**config.mk**
```make
export PLATFORM = sky130hd
export DESIGN_NAME = overlap_slice_merger_flat
export DESIGN_NICKNAME = d
export VERILOG_FILES = /design/src/rtl/overlap_slice_merger_if.sv /design/src/rtl/overlap_slice_merger.sv /design/src/flat_wrapper.sv
export SDC_FILE = /design/constraint.sdc
export NUM_CORES = 1
export LEC_CHECK = 0
export CAP_MARGIN = 30
export CELL_PAD_IN_SITES_DETAIL_PLACEMENT = 0
export CELL_PAD_IN_SITES_GLOBAL_PLACEMENT = 1
export CORE_UTILIZATION = 28
export CTS_CLUSTER_DIAMETER = 50
export DETAILED_ROUTE_END_ITERATION = 7
export GPL_TIMING_DRIVEN = 0
export PLACE_DENSITY_LB_ADDON = 0.1
export SYNTH_ARGS = -nofsm -noshare
export SYNTH_HDL_FRONTEND = slang
export SYNTH_SLANG_ARGS = --single-unit
```
**constraint.sdc**
```tcl
create_clock -name clk -period 1.2 [get_ports clk]
set_input_delay 0.18 -clock clk [delete_from_list [all_inputs] [get_ports clk]]
set_output_delay 0.18 -clock clk [all_outputs]
set_load 0.01 [all_outputs]
```
**src/rtl/overlap_slice_merger_if.sv**
```systemverilog
// Handshake bundle for overlap_slice_merger: low/high slice inputs, merged word output.
// master = producers/consumer side, slave = the merger.
interface overlap_slice_merger_if #(
  parameter int W    = 16,
  parameter int LO_W = 12,
  parameter int HI_W = 12
);
  logic            lo_valid;
  logic            lo_ready;
  logic [LO_W-1:0] lo_data;
  logic            hi_valid;
  logic            hi_ready;
  logic [HI_W-1:0] hi_data;
  logic            out_valid;
  logic            out_ready;
  logic [W-1:0]    out_data;
  logic            out_err;
  logic [7:0]      err_cnt;

  modport master (
    output lo_valid, lo_data, hi_valid, hi_data, out_ready,
    input  lo_ready, hi_ready, out_valid, out_data, out_err, err_cnt
  );

  modport slave (
    input  lo_valid, lo_data, hi_valid, hi_data, out_ready,
    output lo_ready, hi_ready, out_valid, out_data, out_err, err_cnt
  );
endinterface

```
**src/rtl/overlap_slice_merger.sv**
```systemverilog
// Rejoins overlapping low/high slices into one W-bit word; the high slice owns the overlap.
// Optional overlap compare and saturating mismatch counter enabled by OVERLAP_CHECK_EN.
//
// state   | meaning
// IDLE    | no slice held, both slice inputs ready
// HAVE_LO | low slice held, waiting for high slice
// HAVE_HI | high slice held, waiting for low slice
// OUT     | merged word presented, waiting for downstream accept
module overlap_slice_merger #(
  parameter int W    = 16,
  parameter int LO_W = 12,
  parameter int HI_W = 12
) (
  input logic                  clk,
  input logic                  rst,
  overlap_slice_merger_if.slave bus
);
  localparam logic [1:0] IDLE    = 2'd0;
  localparam logic [1:0] HAVE_LO = 2'd1;
  localparam logic [1:0] HAVE_HI = 2'd2;
  localparam logic [1:0] OUT     = 2'd3;

  localparam int         HI_LSB  = W - HI_W;
  localparam logic [W-1:0] ONES    = '1;
  localparam logic [W-1:0] LO_KEEP = ~(ONES << HI_LSB);

  logic [1:0]      state;
  logic [1:0]      state_nxt;
  logic [LO_W-1:0] lo_q;
  logic [HI_W-1:0] hi_q;
  logic [W-1:0]    out_data_q;
  logic            lo_rdy;
  logic            hi_rdy;
  logic            lo_acc;
  logic            hi_acc;
  logic            enter_out;
  logic [LO_W-1:0] lo_src;
  logic [HI_W-1:0] hi_src;
  logic [W-1:0]    lo_ext;
  logic [W-1:0]    hi_ext;
  logic [W-1:0]    merged;

  always_comb begin
    lo_rdy = (state == IDLE) || (state == HAVE_HI);
    hi_rdy = (state == IDLE) || (state == HAVE_LO);
    lo_acc = bus.lo_valid && lo_rdy;
    hi_acc = bus.hi_valid && hi_rdy;

    state_nxt = state;
    case (state)
      IDLE: begin
        if (lo_acc && hi_acc) state_nxt = OUT;
        else if (lo_acc)      state_nxt = HAVE_LO;
        else if (hi_acc)      state_nxt = HAVE_HI;
      end
      HAVE_LO: if (hi_acc)        state_nxt = OUT;
      HAVE_HI: if (lo_acc)        state_nxt = OUT;
      OUT:     if (bus.out_ready) state_nxt = IDLE;
      default: state_nxt = IDLE;
    endcase
    enter_out = (state != OUT) && (state_nxt == OUT);

    // The slice arriving this cycle bypasses its holding register.
    lo_src = lo_acc ? bus.lo_data : lo_q;
    hi_src = hi_acc ? bus.hi_data : hi_q;
    lo_ext = W'(lo_src);
    hi_ext = W'(hi_src) << HI_LSB;
    merged = (lo_ext & LO_KEEP) | hi_ext;
  end

  always_ff @(posedge clk) begin
    if (rst) begin
      state      <= IDLE;
      lo_q       <= '0;
      hi_q       <= '0;
      out_data_q <= '0;
    end else begin
      state <= state_nxt;
      if (lo_acc)    lo_q       <= bus.lo_data;
      if (hi_acc)    hi_q       <= bus.hi_data;
      if (enter_out) out_data_q <= merged;
    end
  end

  assign bus.lo_ready  = lo_rdy;
  assign bus.hi_ready  = hi_rdy;
  assign bus.out_valid = (state == OUT);
  assign bus.out_data  = out_data_q;

`ifdef OVERLAP_CHECK_EN
  // Overlap window is bits [LO_W-1:HI_LSB]; empty (never mismatches) when LO_W+HI_W == W.
  localparam logic [W-1:0] OV_MASK = (ONES >> (W - LO_W)) & (ONES << HI_LSB);

  logic       mism;
  logic       out_err_q;
  logic [7:0] err_cnt_q;

  assign mism = |((lo_ext ^ hi_ext) & OV_MASK);

  always_ff @(posedge clk) begin
    if (rst) begin
      out_err_q <= 1'b0;
      err_cnt_q <= 8'd0;
    end else if (enter_out) begin
      out_err_q <= mism;
      if (mism && (err_cnt_q != 8'hFF)) err_cnt_q <= err_cnt_q + 8'd1;
    end
  end

  assign bus.out_err = out_err_q;
  assign bus.err_cnt = err_cnt_q;
`else
  assign bus.out_err = 1'b0;
  assign bus.err_cnt = 8'd0;
`endif
endmodule

```
**src/flat_wrapper.sv**
```systemverilog
// flat-port wrapper written by rule: the top's interface ports become plain ports
module overlap_slice_merger_flat 
#(
  parameter int W    = 16,
  parameter int LO_W = 12,
  parameter int HI_W = 12
)
  (clk, rst, bus_lo_valid, bus_lo_data, bus_hi_valid, bus_hi_data, bus_out_ready, bus_lo_ready, bus_hi_ready, bus_out_valid, bus_out_data, bus_out_err, bus_err_cnt);
  overlap_slice_merger_if #(.W(W), .LO_W(LO_W), .HI_W(HI_W)) bus_i ();
  input logic clk;
  input logic rst;
  input wire logic [$bits(bus_i.lo_valid)-1:0] bus_lo_valid;
  input wire logic [$bits(bus_i.lo_data)-1:0] bus_lo_data;
  input wire logic [$bits(bus_i.hi_valid)-1:0] bus_hi_valid;
  input wire logic [$bits(bus_i.hi_data)-1:0] bus_hi_data;
  input wire logic [$bits(bus_i.out_ready)-1:0] bus_out_ready;
  output wire logic [$bits(bus_i.lo_ready)-1:0] bus_lo_ready;
  output wire logic [$bits(bus_i.hi_ready)-1:0] bus_hi_ready;
  output wire logic [$bits(bus_i.out_valid)-1:0] bus_out_valid;
  output wire logic [$bits(bus_i.out_data)-1:0] bus_out_data;
  output wire logic [$bits(bus_i.out_err)-1:0] bus_out_err;
  output wire logic [$bits(bus_i.err_cnt)-1:0] bus_err_cnt;
  assign bus_i.lo_valid = bus_lo_valid;
  assign bus_i.lo_data = bus_lo_data;
  assign bus_i.hi_valid = bus_hi_valid;
  assign bus_i.hi_data = bus_hi_data;
  assign bus_i.out_ready = bus_out_ready;
  assign bus_lo_ready = bus_i.lo_ready;
  assign bus_hi_ready = bus_i.hi_ready;
  assign bus_out_valid = bus_i.out_valid;
  assign bus_out_data = bus_i.out_data;
  assign bus_out_err = bus_i.out_err;
  assign bus_err_cnt = bus_i.err_cnt;
  overlap_slice_merger #(.W(W), .LO_W(LO_W), .HI_W(HI_W)) u_core (.clk(clk), .rst(rst), .bus(bus_i));
endmodule
```
==> results of run 1 <==
## worst max path at each step
stage | endpoint | from | slack [ns]
3_5_place_dp | u_core.bus.out_data[9] | bus_hi_valid | -0.49
4_1_cts | u_core.bus.out_data[8] | u_core.state[1] | -0.04
2_1_floorplan | u_core.bus.out_data[7] | u_core.state[0] | 0.05
6_report | u_core.bus.out_data[4] | u_core.state[1] | -0.04
3_3_place_gp | u_core.bus.out_data[7] | bus_hi_valid | -0.49
5_1_grt | u_core.bus.out_data[4] | u_core.state[1] | -0.09
## critical path: cells and delay by family, from the launching register on
| family | cells | cell delay (ns) |
|---|---|---|
| AOI/OAI and AO/OA | 1 | 0.10 |
| buffers and inverters | 1 | 0.16 |
| DFF | 1 | 0.40 |
| muxes | 1 | 0.25 |
| and+or+nand+nor | 1 | 0.20 |
## power groups by stage
stage / combinational [W] / sequential (W) / clock (W)
CTS: 0.000689 / 0.00128 / 0.000915
finish: 0.000730 / 0.00129 / 0.000885
global route: 0.000781 / 0.00130 / 0.000982
floorplan: 0.000318 / 0.00131 / 0
global placement: 0.000579 / 0.00129 / 0
detailed placement: 0.000589 / 0.00129 / 0
## registers in the layout (all words and copies together) (netlist names)
name,flops
u_core.hi_q,12
u_core.lo_q,4
u_core.bus.out_data,16
u_core.state,2
## repair_timing
item                                    in CTS  in global routing
resized for setup                           56                 17
gates cloned                                 2                  0
endpoints found under the hold margin        0                  0
pin swaps                                    7                  3
endpoints found under the setup margin      42                 27
buffers inserted                             5                  0
## kinds of logic after synthesis
group	Yosys count	synth area share (%)
compound gates	35	20.0
buf+inv	21	10.8
flops	34	49.4
mux	16	11.6
other cells	1	0.272
simple gates	22	7.99
## layer usage
layer	track usage, %	vias to the layer above	routed length [µm]
met3	5.14	6	140
met1	17.3	531	1540
met4	5.23	0	47
met2	23.2	25	1690
li1	-	556	-
met5	0	-	0
## placed cells by master (no fill, tap or decap), types with 2 or more instances in the layout
| cell type | instances |
|---|---|
| nor2_2 | 2 |
| buf_16 | 2 |
| clkbuf_8 | 6 |
| clkdlybuf4s15_1 | 2 |
| dfxtp_1 | 32 |
| dlygate4sd2_1 | 18 |
| clkdlybuf4s50_1 | 17 |
| a211oi_2 | 11 |
| mux2i_2 | 3 |
| dfxtp_4 | 2 |
| clkbuf_1 | 3 |
| mux2i_4 | 13 |
| a21oi_1 | 16 |
| buf_4 | 14 |
| inv_1 | 2 |
| buf_6 | 2 |
| nor2_1 | 15 |
| buf_12 | 2 |
| conb_1 | 9 |
| a211oi_1 | 7 |
## metrics by stage
stage	setup TNS [ns]	std cells	hold slack [ns]	util, %
5_1_grt	-0.993	257	0.261	48.1
6_report	-0.201	257	0.254	48.1
2_1_floorplan	0	137	0.280	-
3_5_place_dp	-10.42	242	0.487	39.7
4_1_cts	-0.213	257	0.226	46.4
3_3_place_gp	-9.94	242	0.476	39.7
## area by class of cell
type | instances | area, µm² | area share, %
clock buffers | 6 | 82.6 | 3.64
well taps | 67 | 83.8 | 3.69
inverters | 3 | 13.8 | 0.606
multi-input cells | 82 | 785 | 34.5
flip-flops and latches | 34 | 688 | 30.3
clock inverters | 2 | 12.5 | 0.551
plain buffers | 18 | 144 | 6.34
repair buffers | 45 | 462 | 20.3
==> out/summary.txt, run 1 <==
Status: finished, violations left
Failing checks: setup timing
Relative slew slack: 58.0%
R2R depth: 4
Cell Area, Placed: 1870 µm²
DRT Pass-1 Iters: 2
# H-tree levels: 2
GPL Wtd Cong: 0.707
Commonest cells in the netlist: dfxtp_1 (34), nor2_1 (18), a21oi_1 (16), mux2i_1 (16)
First-pass GRT wire length: 5.43 mm
Type of the tightest min-delay check: in -> reg
Skew-Pair Late Insertion Delay: 0.28 ns
Max Slew Vio Count: 0
Routed vias/inst: 4.35
GRT Util Overall: 14.2%
Area Growth Syn to Fin: 64.7%
Reg2Reg Setup Slack: -0.04 ns
# rows: 25
Critical Path End Type: flip-flop
Ports: 57
Unrepaired setup endpoints after global routing: true
Min cycle time layout: 1.24 ns
Starting DRT DRC Count: 16
Initial antenna violation count: 0
Synth Register Bits: 34
Routed WL: 3.42 mm
Leak: 0.905 nW
Clk network pwr share: 30.5%
Post-route cell area: 2270 µm²
CTS Hold Bufs: 0
Clock Path Buffers: 2
# diodes: 0
Worst-Margin Slew: 0.629 ns
Most common flop cell mapped by yosys: dfxtp_1
Switch Pwr: 0.000814 W
RR Endpoint: u_core.bus.out_data[4]
Reg clk slew, reported paths: 0.07 ns
Die Footprint: 5210 µm²
Core area: 4720 µm²
Largest net degree at the start of global routing: 12
Syn_area_per_cell: 10.7 µm²
Most frequent cell after synthesis: dfxtp_1
Wirelength per Cell: 13.3 µm
Synth top area cells: dfxtp_1 (49%), mux2i_1 (12%), a211oi_2 (9.1%)
Setup Slack @ Placement: -0.494 ns
Async SR Flop Fraction: 0%
Final antenna-violating net count: 0
Max stage delay on crit path: 0.40 ns
Int Pwr: 0.00209 W
Synthesized cell area: 1380 µm²
Clock sink count: 34
Worst R2R Start: u_core.state[1]
CTS tree: built
Fillers: 456
CTS root buffer: clkbuf_8
Overall Power: 0.00290 W
Cell variety after synth: 20
Sequential Power Share: 44.4%
Residual DRC: 0
Synth warn: 0
Total grt overflow: 0
Critical Path AT: 1.38 ns
Startpoint Class: flip-flop
Area leader, netlist: dfxtp_1
Worst hold path cell count: 2
Worst Path Max Fanout: 5
Final hold viol count: 0
PwrDens: 1280 nW/µm²
Hold path start: rst
Cell chain of the critical path: nand2b_4 -> buf_16 -> mux2i_4 -> a211oi_1
Die Span X: 72.2 µm
Final WS setup: -0.0352 ns
Finish-stage setup viols: 11
Gate power share: 25.2%
Clock skew: 0.00635 ns
Starting Density: 29.2%
Tcrit/Tclk final: 103%
Sw Ratio: 28.0%
Port Buffers: 38
Vias: 1,118
Critical path class: reg -> reg
Sequential fraction of the synthesis area: 49.4%
Critical Path RT: 1.34 ns
CTS Buf Count: 5
Slowest cell on crit path: dfxtp_4
Synth top area share: 49.4%
Die height: 72.2 µm
Worst VDD drop: 659 µV
Worst Hold End: u_core.bus.out_data[3]
Peak Freq: 0.810 GHz
Max cap viols: 0
Vias in the first global route: 1,100
Post-Syn Instances: 129
Post-DP HPWL: 2.21 mm
Post-synth EDFFs: 0
Nets: 218
Layout cells sized above 1: 35.3%
(Power assumes the default switching activity.)
==> run 2: changes to the inputs <==
--- a/config.mk
+++ b/config.mk
@@ -13,6 +13,7 @@
 export DETAILED_ROUTE_END_ITERATION = 7
 export GPL_TIMING_DRIVEN = 0
 export PLACE_DENSITY_LB_ADDON = 0.1
+export REMOVE_ABC_BUFFERS = 1
 export SYNTH_ARGS = -nofsm -noshare
 export SYNTH_HDL_FRONTEND = slang
 export SYNTH_SLANG_ARGS = --single-unit
==> run 2 against run 1 <==
Net effect: the flow still finishes with violations (setup timing); non-clock buffer count is 17 lower; wire length down 6.2%; final area fell by 11%; clock skew about the same; sequential share of layout area is 3.8 points higher; die area did not move; critical path depth unchanged; maximum frequency rose by 2.4%; worst hold slack better by 0.24 ns.
==> out/summary.txt, run 2 (synthesis gave the netlist of run 1 again) <==
Die Footprint: 5210 µm² (unchanged)
Status: finished, violations left
Type of the tightest min-delay check: reg -> reg
Critical Path AT: 1.37 ns (about the same)
Buf/Inv on CP: 1 (unchanged)
Switch Pwr: 0.000738 W (-9.3%)
# H-tree levels: 2 (unchanged)
Int Pwr: 0.00199 W (-4.7%)
Final WS setup: -0.00581 ns (+0.0294 ns)
Sw Ratio: 27.1% (-0.99 points)
# rows: 25 (unchanged)
Critical path class: reg -> reg
GRT Util Overall: 12.7% (-1.5 points)
FF+latch area: 688 µm² (unchanged)
Max stage delay on crit path: 0.38 ns (-0.02 ns)
Wirelength per Cell: 13.4 µm (+0.45%)
Routed vias/inst: 4.40 (+1.2%)
Core area: 4720 µm² (unchanged)
Final hold viol count: 0 (unchanged)
Fillers: 456 (unchanged)
Die Span X: 72.2 µm (unchanged)
Final antenna-violating net count: 0 (unchanged)
Ports: 57 (unchanged)
Residual DRC: 0 (unchanged)
CTS root buffer: clkbuf_8
DRT Pass-1 Iters: 4 (+2)
Port Buffers: 39 (+2.6%)
Slowest cell on crit path: dfxtp_4
Max FFs per register: 16 (unchanged)
Clock Path Buffers: 2 (unchanged)
Unrepaired setup endpoints after global routing: true
# diodes: 0 (unchanged)
Fin util: 42.7% (-5.4 points)
Vias: 1,057 (-5.5%)
Clock sink count: 34 (unchanged)
Critical Path RT: 1.37 ns (+0.03 ns)
Starting DRT DRC Count: 24 (+8)
Nets: 201 (-7.8%)
Cell chain of the critical path: nand2b_4 -> buf_12 -> mux2i_2 -> a211oi_2
Startpoint Class: flip-flop
Starting Density: 29.2% (unchanged)
Finish-stage setup viols: 2 (-9)
Failing checks: setup timing
Top delay family on crit path: flip-flops
Routed WL: 3.21 mm (-6.2%)
Reg2Reg Setup Slack: -0.006 ns (+0.03 ns)
Worst VDD drop: 763 µV (+16%)
Relative slew slack: 52.9% (-5.1 points)
Max cap viols: 0 (unchanged)
Worst Path Max Fanout: 7 (+2)
GPL Wtd Cong: 0.703 (-0.54%)
Most frequent cells in the layout: dfxtp_1 (32), dlygate4sd2_1 (20), clkdlybuf4s50_1 (18), nor2_1 (16), a21oi_1 (16)
CTS Buf Count: 5 (unchanged)
Clk network pwr share: 31.5% (+1.0 points)
Hold slack: 0.498 ns (+0.245 ns)
First-pass GRT wire length: 4.83 mm (-11%)
Max Slew Vio Count: 0 (unchanged)
Critical Path End Type: flip-flop
Hold path start: u_core.lo_q[1]
Area Growth Syn to Fin: 46.4%
Area occupied by multi-input gates: 683 µm² (-13%)
Worst R2R Start: u_core.state[1]
Layout cells sized above 1: 26.0% (-9.3 points)
Post-DP HPWL: 1.98 mm (-11%)
CTS tree: built
Skew-Pair Late Insertion Delay: 0.28 ns (about the same)
Min cycle time layout: 1.21 ns (-0.0294 ns)
Vias in the first global route: 1,013 (-7.9%)
Commonest non-fill, non-tap cell in the layout: dfxtp_1
Largest net degree at the start of global routing: 22 (+10)
Die height: 72.2 µm (unchanged)
Sequential Power Share: 46.7% (+2.3 points)
PwrDens: 1350 nW/µm² (+5.7%)
Total grt overflow: 0 (unchanged)
Tcrit/Tclk final: 100% (-2.5 points)
Worst setup path startpoint: u_core.state[1]
Peak Freq: 0.829 GHz (+2.4%)
Worst-Margin Slew: 0.707 ns (+0.0772 ns)
Reg clk slew, reported paths: 0.06 ns (about the same)
Gate power share: 21.8% (-3.4 points)
Clock skew: 0.00651 ns (+0.000167 ns)
Initial antenna violation count: 0 (unchanged)
Leak: 0.842 nW (-6.9%)
run 2: cell count changes in the layout (fill, tap and decap cells not counted), sizes merged:
cell / previous run / this run
buf: 23 / 8
clkbuf: 9 / 7
clkdlybuf4s15: 2 / 0
dlygate4sd2: 18 / 20
clkdlybuf4s50: 17 / 18
clkinvlp: 1 / 0
run 2: repair_timing:
action	4_1_cts	5_1_grt
pin swaps	2	0
resized for setup	31	17
setup endpoints to repair	51	24
setup buffers	2	4
cloned	0	0
hold buffers	0	0
run 2: cell type report:
type                    count  area share (%)
clock inverters             1           0.248
multi-input cells          82            33.8
inverters                   3           0.682
flip-flops and latches     34            34.1
repair buffers             46            22.7
clock buffers               7            4.28
well taps                  67            4.15
run 2: stage by stage:
step / setup WS (ns) / power (W) / cell area [µm²] / std cells / TNS (ns)
detailed placement: -0.730 / 0.00184 / 1780 / 226 / -16.89
global route: -0.0697 / 0.00289 / 2020 / 240 / -0.511
floorplan: -0.274 / 0.00156 / 1270 / 119 / -4.23
finish: -0.00581 / 0.00273 / 2020 / 240 / -0.00939
CTS: -0.0385 / 0.00270 / 1890 / 236 / -0.110
global placement: -0.766 / 0.00182 / 1750 / 225 / -24.73
run 2: tightest hold or removal path, delay by kind of cell, from the launching register on:
family	cells	cell delay, ns
mux	1	0.08
simple gates	1	0.08
flops	1	0.31
run 2: final timing paths:
path	depth (start not counted)	to
worst max-delay path	4	u_core.bus.out_data[12]
worst min-delay path	2	u_core.lo_q[1]
worst max register to register	4	u_core.bus.out_data[12]
worst min register to register	2	u_core.lo_q[1]
run 2: layer usage:
layer	global-route usage, %	routed length, µm	vias to the layer above
li1	-	-	518
met1	15.9	1520	495
met2	19.7	1460	37
met3	3.89	162	7
met4	6.54	59	0
met5	0	0	-
run 2: power by group through the flow:
stage	logic (W)	registers (W)	clock network, W
finish	0.000595	0.00127	0.000859
global route	0.000644	0.00129	0.000958
CTS	0.000527	0.00127	0.000904
detailed placement	0.000546	0.00129	0
global placement	0.000530	0.00129	0
floorplan	0.000248	0.00131	0
==> run 3: changes to the inputs <==
==> constraint.sdc (replaced) <==
create_clock -name clk -period 1.1 [get_ports clk]
set_input_delay 0.165 -clock clk [delete_from_list [all_inputs] [get_ports clk]]
set_output_delay 0.165 -clock clk [all_outputs]
set_load 0.01 [all_outputs]
==> run 3 against run 2 <==
Net effect: the flow still finishes with violations (setup timing); sequential share of layout area fell by 2.5 points; via count rose by 3.9%; power rose by 13%; die area did not move; critical endpoint is now u_core.bus.out_data[6]; largest cell class is now multi-input combinational cells; largest power group unchanged.
==> out/summary.txt, run 3 (synthesis gave the netlist of run 1 again) <==
Critical Path End Type: flip-flop
Ports: 57 (unchanged)
Finish-stage setup viols: 31 (+29)
Skew-Pair Late Insertion Delay: 0.29 ns (about the same)
CTS Hold Bufs: 0 (unchanged)
First-pass GRT wire length: 5.60 mm (+16%)
Die Footprint: 5210 µm² (unchanged)
Starting Density: 29.2% (unchanged)
Fillers: 436 (-4.4%)
Die Span X: 72.2 µm (unchanged)
Failing checks: setup timing
CTS root buffer: clkbuf_8
Hold slack: 0.496 ns (-0.00264 ns)
Area Growth Syn to Fin: 57.8%
Peak Freq: 0.811 GHz (-2.2%)
Clock Path Buffers: 2 (unchanged)
Worst Path Max Fanout: 6 (-1)
Routed vias/inst: 4.48 (+1.8%)
Startpoint Class: flip-flop
Layout Cells excl Fill: 245 (+2.1%)
DP Cell Count: 226 (unchanged)
Critical Path RT: 1.30 ns (-0.07 ns)
Clock sink count: 34 (unchanged)
Type of the tightest min-delay check: in -> reg
GR Util met3: 3.47% (-0.42 points)
Max Slew Vio Count: 0 (unchanged)
Status: finished, violations left
Max FFs per register: 16 (unchanged)
Post-DP HPWL: 1.98 mm (unchanged)
Critical Path AT: 1.43 ns (+0.06 ns)
# H-tree levels: 2 (unchanged)
Clock skew: 0.00619 ns (-0.000323 ns)
Vias: 1,098 (+3.9%)
DRT Pass-1 Iters: 4 (unchanged)
PwrDens: 1420 nW/µm² (+5.0%)
# rows: 25 (unchanged)
GPL Wtd Cong: 0.703 (unchanged)
Fin util: 46.1% (+3.3 points)
Nets: 206 (+2.5%)
Vias in the first global route: 1,132 (+12%)
Most frequent cells in the layout: dfxtp_1 (32), clkdlybuf4s50_1 (17), nor2_1 (16), a211oi_2 (13)
Relative slew slack: 54.6% (+1.7 points)
Met2 usage: 23.5% (+3.7 points)
Leak: 0.848 nW (+0.67%)
Routed WL: 3.56 mm (+11%)
Final antenna-violating net count: 0 (unchanged)
Cell Area, Placed: 1780 µm² (unchanged)
# diodes: 0 (unchanged)
Unrepaired setup endpoints after global routing: true
Total grt overflow: 0 (unchanged)
Worst VDD drop: 845 µV (+11%)
Critical path class: reg -> reg
Final WS setup: -0.133 ns (-0.127 ns)
Min cycle time layout: 1.23 ns (+0.0269 ns)
Initial antenna violation count: 0 (unchanged)
GRT Util Overall: 14.6% (+1.9 points)
Starting DRT DRC Count: 32 (+33%)
Post-route cell area: 2180 µm² (+7.8%)
Wirelength per Cell: 14.5 µm (+8.8%)
CTS tree: built
Final hold viol count: 0 (unchanged)
CTS Buf Count: 5 (unchanged)
Tcrit/Tclk final: 112% (+12 points)
Max cap viols: 0 (unchanged)
Commonest non-fill, non-tap cell in the layout: dfxtp_1
Layout cells sized above 1: 36.0% (+9.9 points)
Port Buffers: 39 (unchanged)
Core area: 4720 µm² (unchanged)
Met1 usage: 18.6% (+2.7 points)
Worst-Margin Slew: 0.681 ns (-0.0257 ns)
Die height: 72.2 µm (unchanged)
Largest net degree at the start of global routing: 22 (unchanged)
Reg clk slew, reported paths: 0.06 ns (about the same)
Busiest grt layer: met2
Residual DRC: 0 (unchanged)
[run 3: what timing repair did]
action                     CTS  global route
pin swaps                   13             4
setup endpoints to repair   53            37
resized for setup           65            20
gates cloned                 2             0
buffers inserted             7             2
[run 3: report_power, final]
group | total, W | switching, W | internal [W]
logic | 0.000753 | 0.000358 | 0.000395
clock network | 0.000938 | 0.000433 | 0.000504
registers | 0.00140 | 0.0000640 | 0.00133
[run 3: layout make-up]
| type | count | area [µm²] | area share (%) |
|---|---|---|---|
| multi-input combinational | 84 | 797 | 36.6 |
| sequential | 34 | 688 | 31.6 |
| timing repair buffer | 49 | 502 | 23.1 |
| clock buffer | 7 | 86.3 | 3.97 |
| tap | 67 | 83.8 | 3.85 |
| inverter | 3 | 13.8 | 0.633 |
| clock inverter | 1 | 5.00 | 0.230 |
[run 3: critical path, stage by stage (launching register included)]
cell and delay, ns:
dfxtp_4 0.37, buf_6 0.12, nand2b_4 0.22, mux2i_2 0.21, a211oi_1 0.23
[run 3: stage by stage]
step	worst slack [ns]	TNS, ns	power [W]
2_1_floorplan	-0.374	-5.83	0.00170
3_3_place_gp	-0.866	-27.94	0.00198
3_5_place_dp	-0.830	-20.11	0.00201
4_1_cts	-0.0876	-1.42	0.00306
5_1_grt	-0.170	-3.92	0.00326
6_report	-0.133	-2.12	0.00309
[run 3: path summary, 6_finish.rpt]
kind / start / to / slack, ns / cells after the start
min: bus_out_ready / u_core.state[0] / 0.50 / 2
max: u_core.state[1] / u_core.bus.out_data[6] / -0.13 / 4
min reg2reg: u_core.hi_q[4] / u_core.hi_q[4] / 0.51 / 2
max reg2reg: u_core.state[1] / u_core.bus.out_data[6] / -0.13 / 4
[run 3: metal layers]
metal	share of wire, %	up-vias
met2	47	36
li1	-	532
met3	4.3	7
met4	1.7	0
met1	47	523
met5	0	-
